## config.mk

```make
export PLATFORM = sky130hd
export DESIGN_NAME = mips_fetch_unit
export DESIGN_NICKNAME = d
export VERILOG_FILES = /design/src/rtl/mips_fetch_unit.sv
export SDC_FILE = /design/constraint.sdc
export NUM_CORES = 1
export LEC_CHECK = 0
export BUFFER_PORTS_ARGS = -buffer_cell sky130_fd_sc_hd__buf_2
export CORE_ASPECT_RATIO = 0.6
export CORE_MARGIN = 8
export CORE_UTILIZATION = 39
export CTS_CLUSTER_DIAMETER = 150
export CTS_CLUSTER_SIZE = 14
export DETAILED_ROUTE_END_ITERATION = 7
export SYNTH_ARGS = -nofsm -noshare
export SYNTH_HDL_FRONTEND = slang
export SYNTH_SLANG_ARGS = --single-unit
```

## constraint.sdc

```tcl
create_clock -name clk -period 5.5 [get_ports clk]
set_clock_uncertainty 0.15 [all_clocks]
set_input_delay 0.825 -clock clk [delete_from_list [all_inputs] [get_ports clk]]
set_output_delay 0.825 -clock clk [all_outputs]
set_load 0.01 [all_outputs]
```

## src/rtl/mips_fetch_unit.sv

```systemverilog
// MIPS IF stage: owns the PC, drives a single-outstanding instruction-memory
// port, absorbs hazard stalls in a one-entry skid buffer, and redirects fetch
// on branch / jump / jr while dropping wrong-path words still in flight.
module mips_fetch_unit #(
  parameter int              PC_W     = 32,
  parameter logic [PC_W-1:0] RESET_PC = '0
) (
  input  logic            clk,
  input  logic            rst_n,
  input  logic [1:0]      pc_src,
  input  logic            flush,
  input  logic            id_stall,
  input  logic [PC_W-1:0] id_pc4,
  input  logic [15:0]     id_imm,
  input  logic [25:0]     id_jaddr,
  input  logic [PC_W-1:0] id_rs_val,
  output logic            imem_req,
  output logic [PC_W-1:0] imem_addr,
  input  logic [31:0]     imem_rdata,
  input  logic            imem_valid,
  output logic [31:0]     if_id_instr,
  output logic [PC_W-1:0] if_id_pc4,
  output logic            if_id_valid,
  output logic [PC_W-1:0] pc
);

  typedef enum logic [1:0] {
    S_IDLE  = 2'd0,
    S_FETCH = 2'd1,
    S_HOLD  = 2'd2
  } state_t;

  localparam logic [1:0] SRC_SEQ    = 2'd0;
  localparam logic [1:0] SRC_BRANCH = 2'd1;
  localparam logic [1:0] SRC_JUMP   = 2'd2;
  localparam logic [1:0] SRC_JR     = 2'd3;

  localparam logic [PC_W-1:0] WORD_MASK = ~PC_W'(3);

  state_t          state;
  logic            discard;     // next imem_valid belongs to a wrong-path request
  logic [PC_W-1:0] stale_addr;  // address of that wrong-path request, kept on the bus
  logic [31:0]     skid_instr;
  logic [PC_W-1:0] skid_pc4;

  logic [PC_W-1:0] pc_plus4;
  logic [PC_W-1:0] target;
  logic            redirect;
  logic            redirect_bubble;

  // The memory sees a request only in FETCH; while a wrong-path request is
  // still in flight its address stays on the bus until the word comes back.
  assign imem_req  = (state == S_FETCH);
  assign imem_addr = (discard ? stale_addr : pc) & WORD_MASK;
  assign pc_plus4  = pc + PC_W'(4);

  // Next-PC target selection from the decoder's select.
  always_comb begin
    // NOTE: every always_comb output gets a default first so no path can infer a latch.
    target = pc_plus4;
    unique case (pc_src)
      SRC_BRANCH: target = id_pc4 + {{(PC_W-18){id_imm[15]}}, id_imm, 2'b00};
      SRC_JUMP:   target = {id_pc4[PC_W-1:28], id_jaddr, 2'b00};
      SRC_JR:     target = id_rs_val & WORD_MASK;
      default:    target = pc_plus4;
    endcase
  end

  assign redirect        = !id_stall && (pc_src != SRC_SEQ);
  assign redirect_bubble = (pc_src != SRC_BRANCH) || flush;

  // Fetch FSM, PC, skid buffer and IF/ID register; priority stall > redirect > accept.
  // NOTE: all state here is assigned non-blocking so every read sees the pre-edge value.
  always_ff @(posedge clk or negedge rst_n) begin
    if (!rst_n) begin
      state       <= S_IDLE;
      pc          <= RESET_PC;
      discard     <= 1'b0;
      stale_addr  <= '0;
      skid_instr  <= '0;
      skid_pc4    <= '0;
      if_id_instr <= '0;
      if_id_pc4   <= '0;
      if_id_valid <= 1'b0;
    end else begin
      unique case (state)
        S_IDLE: state <= S_FETCH;

        S_FETCH: begin
          if (id_stall) begin
            // IF/ID and PC hold; a returning word is parked in the skid buffer.
            if (imem_valid) begin
              if (discard) begin
                discard <= 1'b0;
              end else begin
                skid_instr <= imem_rdata;
                skid_pc4   <= pc_plus4;
                state      <= S_HOLD;
              end
            end
          end else if (redirect) begin
            pc <= target;
            if (redirect_bubble) begin
              if_id_instr <= '0;
              if_id_valid <= 1'b0;
            end
            if (imem_valid) begin
              // Whatever returns this cycle is on the wrong path; the bus is free.
              discard <= 1'b0;
            end else begin
              discard <= 1'b1;
              if (!discard) stale_addr <= pc;
            end
          end else begin
            if (flush) begin
              if_id_instr <= '0;
              if_id_valid <= 1'b0;
            end
            if (imem_valid) begin
              if (discard) begin
                discard <= 1'b0;
              end else begin
                if_id_instr <= imem_rdata;
                if_id_pc4   <= pc_plus4;
                if_id_valid <= 1'b1;
                pc          <= pc_plus4;
              end
            end
          end
        end

        S_HOLD: begin
          if (!id_stall) begin
            state      <= S_FETCH;
            skid_instr <= '0;
            skid_pc4   <= '0;
            if (redirect) begin
              pc <= target;
              if (redirect_bubble) begin
                if_id_instr <= '0;
                if_id_valid <= 1'b0;
              end
            end else begin
              if_id_instr <= skid_instr;
              if_id_pc4   <= skid_pc4;
              if_id_valid <= 1'b1;
              pc          <= skid_pc4;
            end
          end
        end

        default: state <= S_IDLE;
      endcase
    end
  end

endmodule

```

# Yosys cells after proc, flatten, opt, wreduce, memory -nomap -nowiden
# Cells that the tools add are included.
totals:
  reg_bits: 196
  in_bits: 145
  output_inout_bits: 130
  word_cells: 91
op_classes:
  addsub: 2
  eq_ne: 15
  n_mux: 48
  bitwise_logic: 3
  n_reduce_logical: 13
op_table:
  columns: ["operator", "n"]
  rows:
  - ["two-way mux 32 bit", 24]
  - ["case mux 32 bit (2 select lines)", 5]
  - ["case mux 32 bit (3 select lines)", 1]
  - ["adder 32 x 3 -> 32 bit (second input constant)", 1]
  - ["adder 32 bit", 1]
  - ["AND reduction 5 bit", 3]
  - ["two-way mux 1 bit", 12]
  - ["inequality test 2 bit (second input constant)", 6]
  - ["two-way mux 2 bit", 4]
  - ["AND reduction 4 bit", 2]
  - ["AND reduction 7 bit", 1]
  - ["== test 2 bit (second input constant)", 3]
  - ["case mux 2 bit (3 select lines)", 1]
  - ["== test 2 x 1 -> 1 bit (second input constant)", 2]
  - ["inequality test 2 x 1 -> 1 bit (second input constant)", 2]
  - ["nonzero test 2 bit", 2]
  - ["inequality test 3 x 1 -> 1 bit (second input constant)", 1]
  - ["inequality test 3 x 2 -> 1 bit (second input constant)", 1]
  - ["inverter 1 bit", 3]
  - ["AND reduction 3 bit", 1]
  - ["zero test 2 bit", 1]
  - ["case mux 1 bit (2 select lines)", 1]
  - ["logical AND 1 bit", 1]
  - ["zero test 1 bit", 1]
  - ["logical OR 1 bit", 1]

# Depth between registers and ports, before layout
depth:
  word_depth: 6
  ltp_mapped: 12
  ltp_nobuf: 11

# Worst setup path before layout
# OpenSTA, ideal clock, no wires.
synth_timing:
  path_kind: "input to register"
  from: "in id_pc4[7]"
  to: "reg pc[16]"
  setup_time_ps: 77
  t_arrival_ps: 3036
  t_required_ps: 5273
  setup_slack_ps: 2238
  path_stages: 9
  n_path_buf: 0
  path_cell_list: "ha_1 -> a21o_1 -> or3_4 -> o211a_4 -> a21o_1 -> o21ai_0 -> mux2_2 -> a221o_1 -> o21ai_1"
synth_via:
  elab_chain_len: 5
  word_cells_on_any_way: 7
  classes_between: "add/sub: 1; mux: 6"
synth_lines:
  columns: ["element", "line_no", "rtl"]
  rows:
  - ["start, declared", "13", "input logic [PC_W-1:0] id_pc4,"]
  - ["adder 32 bit *", "62", "SRC_BRANCH: target = id_pc4 + {{(PC_W-18){id_imm[15]}}, id_imm, 2'b00};"]
  - ["case mux 32 bit (3 select lines) *", "61", "unique case (pc_src)"]
  - ["two-way mux 32 bit, on equally long branches", "137, 101", null]
  - ["two-way mux 32 bit, on equally long branches", "133, 90", null]
  - ["case mux 32 bit (2 select lines) *", "86", "unique case (state)"]
  - ["end signal, assigned", "102", "pc <= target;"]
  - ["end signal, assigned", "138", "pc <= target;"]
  - ["end signal, assigned", "147", "pc <= skid_pc4;"]
  - ["end, declared", "24", "output logic [PC_W-1:0] pc"]
# Every way passes the cells marked *; elsewhere a longest branch is shown, timed or not. The select of a mux whose other input is x is not followed.
# A chain may end at the register's enable or synchronous reset.

# Worst setup path after layout
layout_timing:
  from: "reg state[0]"
  to: "reg pc[27]"
layout_via:
  elab_chain_len: 3
  word_cells_on_any_way: 9
  classes_between: "eq/ne: 6; mux: 1; reduce/logical: 2"
layout_lines:
  columns: ["element", "line_no", "rtl"]
  rows:
  - ["start, declared", "40", "state_t state;"]
  - ["start signal, assigned", "76", "state <= S_IDLE;"]
  - ["start signal, assigned", "87", "S_IDLE: state <= S_FETCH;"]
  - ["start signal, assigned", "98", "state <= S_HOLD;"]
  - ["== test 2 x 1 -> 1 bit / == test 2 bit (equally long branches)", "86", null]
  - ["inequality test 3 x 2 -> 1 bit (no line), or another cell as far along", null, null]
  - ["AND reduction 5 bit (no line)", null, null]
  - ["end signal, assigned", "102", null]
  - ["end signal, assigned", "126", "pc <= pc_plus4;"]
  - ["end signal, assigned", "138", null]
# Several ways; a longest one is shown, not always the timed one.

==> run_results.csv <==
group,metric,value,unit
power,intPower,4.24,mW
global_route,overflow,0,
sta,hold_violations,0,
placed_design,dp_slack,1.74,ns
clocking,cts_tree,"yes",
status,status,"finished, final reports clean",
power,p_total,7.65,mW
power,power_frac_clock,17.6,%
die,core,29900,sq um
global_route,grt_max_degree,122,
clocking,clock-sinks,194,
logic_synthesis,syn_inst,1330,
global_route,grt_pass1_vias,10220,
worst_setup_path,crit_path_max_incr_delay,0.59,ns
power,power.switching,3.42,mW
drt,top_layer_used,"met4",
placed_design,dpl_cell_area,13400,sq um
sta,slew_headroom,22.5,%
logic_synthesis,synth_top_area_share,41.2,%
drt,drt.antenna.violating_nets,0,
worst_setup_path,crit_fanout,57,
worst_setup_path,critPathSlowestCell,"ha_4",
drt,dr.pass1.iters,5,
logic_synthesis,yosys_warnings,0,
sta,period_share,64.6,%
placed_design,gp_congestion,0.884,
drt,dr_wl_met3,3250,um
layout,seq_area,4850,sq um
layout,multiInputGateArea,6540,sq um
drt,drt-initial-drc-count,851,
sta,whs,0.324,ns
layout,area_delta_synth_final,19.4,%
sta,setup_viol,0,
worst_setup_path,path_delay_family,"simple AND/OR/NAND/NOR gates",
drt,vias_per_cell,5.63,
logic_synthesis,synthTopCellsByArea,"dfrtp_1, o21ai_0, mux2_2",
clocking,cts_buffer_depth,2,
layout,nFillCells,2911,
drt,route.met2.wl,17000,um
clocking,htree_levels,4,
sta,fmax,282,MHz
drt,via_count,11026,
drt,wl_met1,20700,um
worst_setup_path,end_kind,"register",
die,rows,49,
clocking,numCtsBuffers,17,
drt,drc,0,
logic_synthesis,ys_seq_area_share,41.2,%
sta,slew_viol_final,0,
logic_synthesis,synth_area_per_cell,8.86,sq um
clocking,clkLatencyLatePin,0.46,ns
power,power.share.sequential,34.8,%
die,die_w,240,um
drt,wire_per_inst,21.2,um
logic_synthesis,yosysUniqueCellTypes,65,
worst_setup_path,crit_top_cell,"buf_4",
power,power.density,544,nW/um^2
global_route,antenna_found_initial,3,
sta,tns,0,ns
worst_setup_path,worstSetupPathType,"register to register",
worst_setup_path,worst-path-buf-inv,3,
worst_setup_path,crit_path_start_kind,"register",
die,dieArea,36200,sq um
logic_synthesis,ys_ff_latch,194,
logic_synthesis,syn_area,11800,sq um
power,sw_frac_of_total,44.7,%
die,start_util,39.5,%
power,peakVddDrop,282,uV
logic_synthesis,yosys.area.top_type,"dfrtp_1",
clocking,postCtsSetupBuffers,0,
placed_design,portBuffers,270,
worst_hold_path,hp-class,"register to register",
global_route,grt_pass1_wl,62900,um
die,io_pins,275,
placed_design,dp_hpwl,31000,um
layout,drive_gt1_share,26.7,%
power,cellLeakagePower,6.50,nW
logic_synthesis,dominantRegCellSynth,"dfrtp_1",
sta,rsz0062_at_grt,"false",
sta,post-route-min-period,3.55,ns
layout,stdcell_area,14100,sq um
logic_synthesis,synth-edff-count,0,
job,cap_violations,0,
sta,worstMarginPinSlew,1.16,ns
global_route,track_usage,22.6,%
sta,setup_ws,1.95,ns
worst_setup_path,critPathArrivalTime,3.73,ns
clocking,path_clk_slew,0.08,ns
die,fp.dieH,151,um
drt,drt-total-wl,41600,um
clocking,cts-root-buf,"clkbuf_16",
logic_synthesis,async_flop_share,100,%
clocking,hold_buffers,0,
worst_setup_path,cp_cell_sequence,"inv_1 -> ha_4 -> nor2_1 -> or2_2 -> a31oi_1 -> buf_4 -> nand2_2 -> buf_4 -> a21oi_1 -> nor3_1 -> o211a_1",
worst_setup_path,required,5.68,ns
layout,nNetsFinal,1715,
clocking,cts_resized,0,
power,power_frac_comb,47.6,%
registers in the layout, summed over array words and instances, names as in the netlist:
register / count
pc: 32
if_id_valid: 1
stale_addr: 30
skid_pc4: 32
state: 2
if_id_instr: 32
if_id_pc4: 32
skid_instr: 32
discard: 1
metal layers:
layer	track usage (%)	vias up
li1	-	5193
met1	34.6	5413
met2	31.3	391
met3	5.34	29
met4	5.32	0
met5	0	-
worst reg2reg max path, delay by kind of cell (launching register included):
kind / cells / cell delay [ns]
DFF: 1 / 0.39
adders and majority gates: 1 / 0.59
AOI/OAI and AO/OA: 3 / 0.47
and+or+nand+nor: 4 / 0.98
buffers and inverters: 3 / 0.84
Yosys cell counts, types with 2 or more instances:
master	count
dfrtp_1	194
o31ai_1	13
a21oi_1	61
mux2i_1	27
clkbuf_1	82
o21ai_1	8
nand3_1	33
or3_1	2
o211ai_1	5
nand2_1	197
buf_2	2
inv_1	12
o21a_1	6
and3_1	13
xor2_1	21
a211oi_1	11
o221ai_1	2
o21bai_1	3
and4_1	4
o211a_1	2
nor3_1	10
o21ai_0	170
mux2_2	72
a22o_1	8
a22oi_1	42
a2111oi_4	2
xnor2_1	25
nand2b_1	12
buf_4	2
or2_2	2
nor2_1	77
a21o_1	19
a31oi_1	43
o22ai_1	6
a221oi_1	7
nand4_1	10
nor2b_1	46
and2_1	3
ha_1	33
a221o_1	3
nor3b_1	3
nor4_2	2
buf_1	13
path summary, 6_finish.rpt:
kind | startpoint | end | slack, ns | cells after the start
worst max-delay path | state[0] | pc[27] | 1.95 | 11
worst min-delay path | if_id_pc4[10] | if_id_pc4[10] | 0.32 | 2
worst max register to register | state[0] | pc[27] | 1.95 | 11
worst min register to register | if_id_pc4[10] | if_id_pc4[10] | 0.32 | 2
max in group asynchronous | rst_n | if_id_pc4[28] | 3.84 | 2
min in group asynchronous | rst_n | if_id_instr[6] | 0.36 | 1
power by group through the flow:
stage                     Clock (mW)  Combinational [mW]  Sequential, mW
after floorplan                    0                2.25            2.60
after global placement             0                3.57            2.64
after detailed placement           0                3.65            2.67
after CTS                       1.38                3.65            2.65
after global routing            1.43                4.02            2.75
final                           1.34                3.64            2.67
layout by cell type, fill, tap and decap left out, types with 12 or more instances in the layout:
cell,instances
o21ai_0,170
mux2_2,72
a21o_1,19
ha_1,31
dfrtp_1,194
a21oi_1,61
nor2_1,75
buf_4,14
buf_2,269
clkbuf_16,17
a31oi_1,43
nand3_1,33
nor2b_1,46
mux2i_1,27
xnor2_1,25
and3_1,13
inv_1,12
a22oi_1,41
nand2_1,196
nand2b_1,12
xor2_1,21
o31ai_1,13
layout make-up:
type                       instances  area share (%)
clock inverter                    15            1.38
inverter                          13           0.347
sequential                       194            34.5
clock buffer                      17            3.02
timing repair buffer             285            10.6
antenna                            3          0.0534
multi-input combinational       1025            46.5
tap                              408            3.63
through the flow:
stage | instances | utilization (%)
floorplan | 1331 | -
global placement | 1925 | 45.0
detailed placement | 1925 | 45.0
CTS | 1957 | 47.1
global route | 1960 | 47.1
finish | 1960 | 47.1
kinds of logic (layout without fill, tap and decap cells):
group	after synthesis	count (layout)	share of synthesized area [%]
compound gates	425	425	22.6
buf+inv	112	330	3.65
fa+ha+maj	34	34	3.67
xor+xnor	46	46	3.42
flops	194	194	41.2
simple gates	419	419	16.3
mux	99	99	9.18
other cells	1	5	0.0318
(Power assumes the default switching activity.)
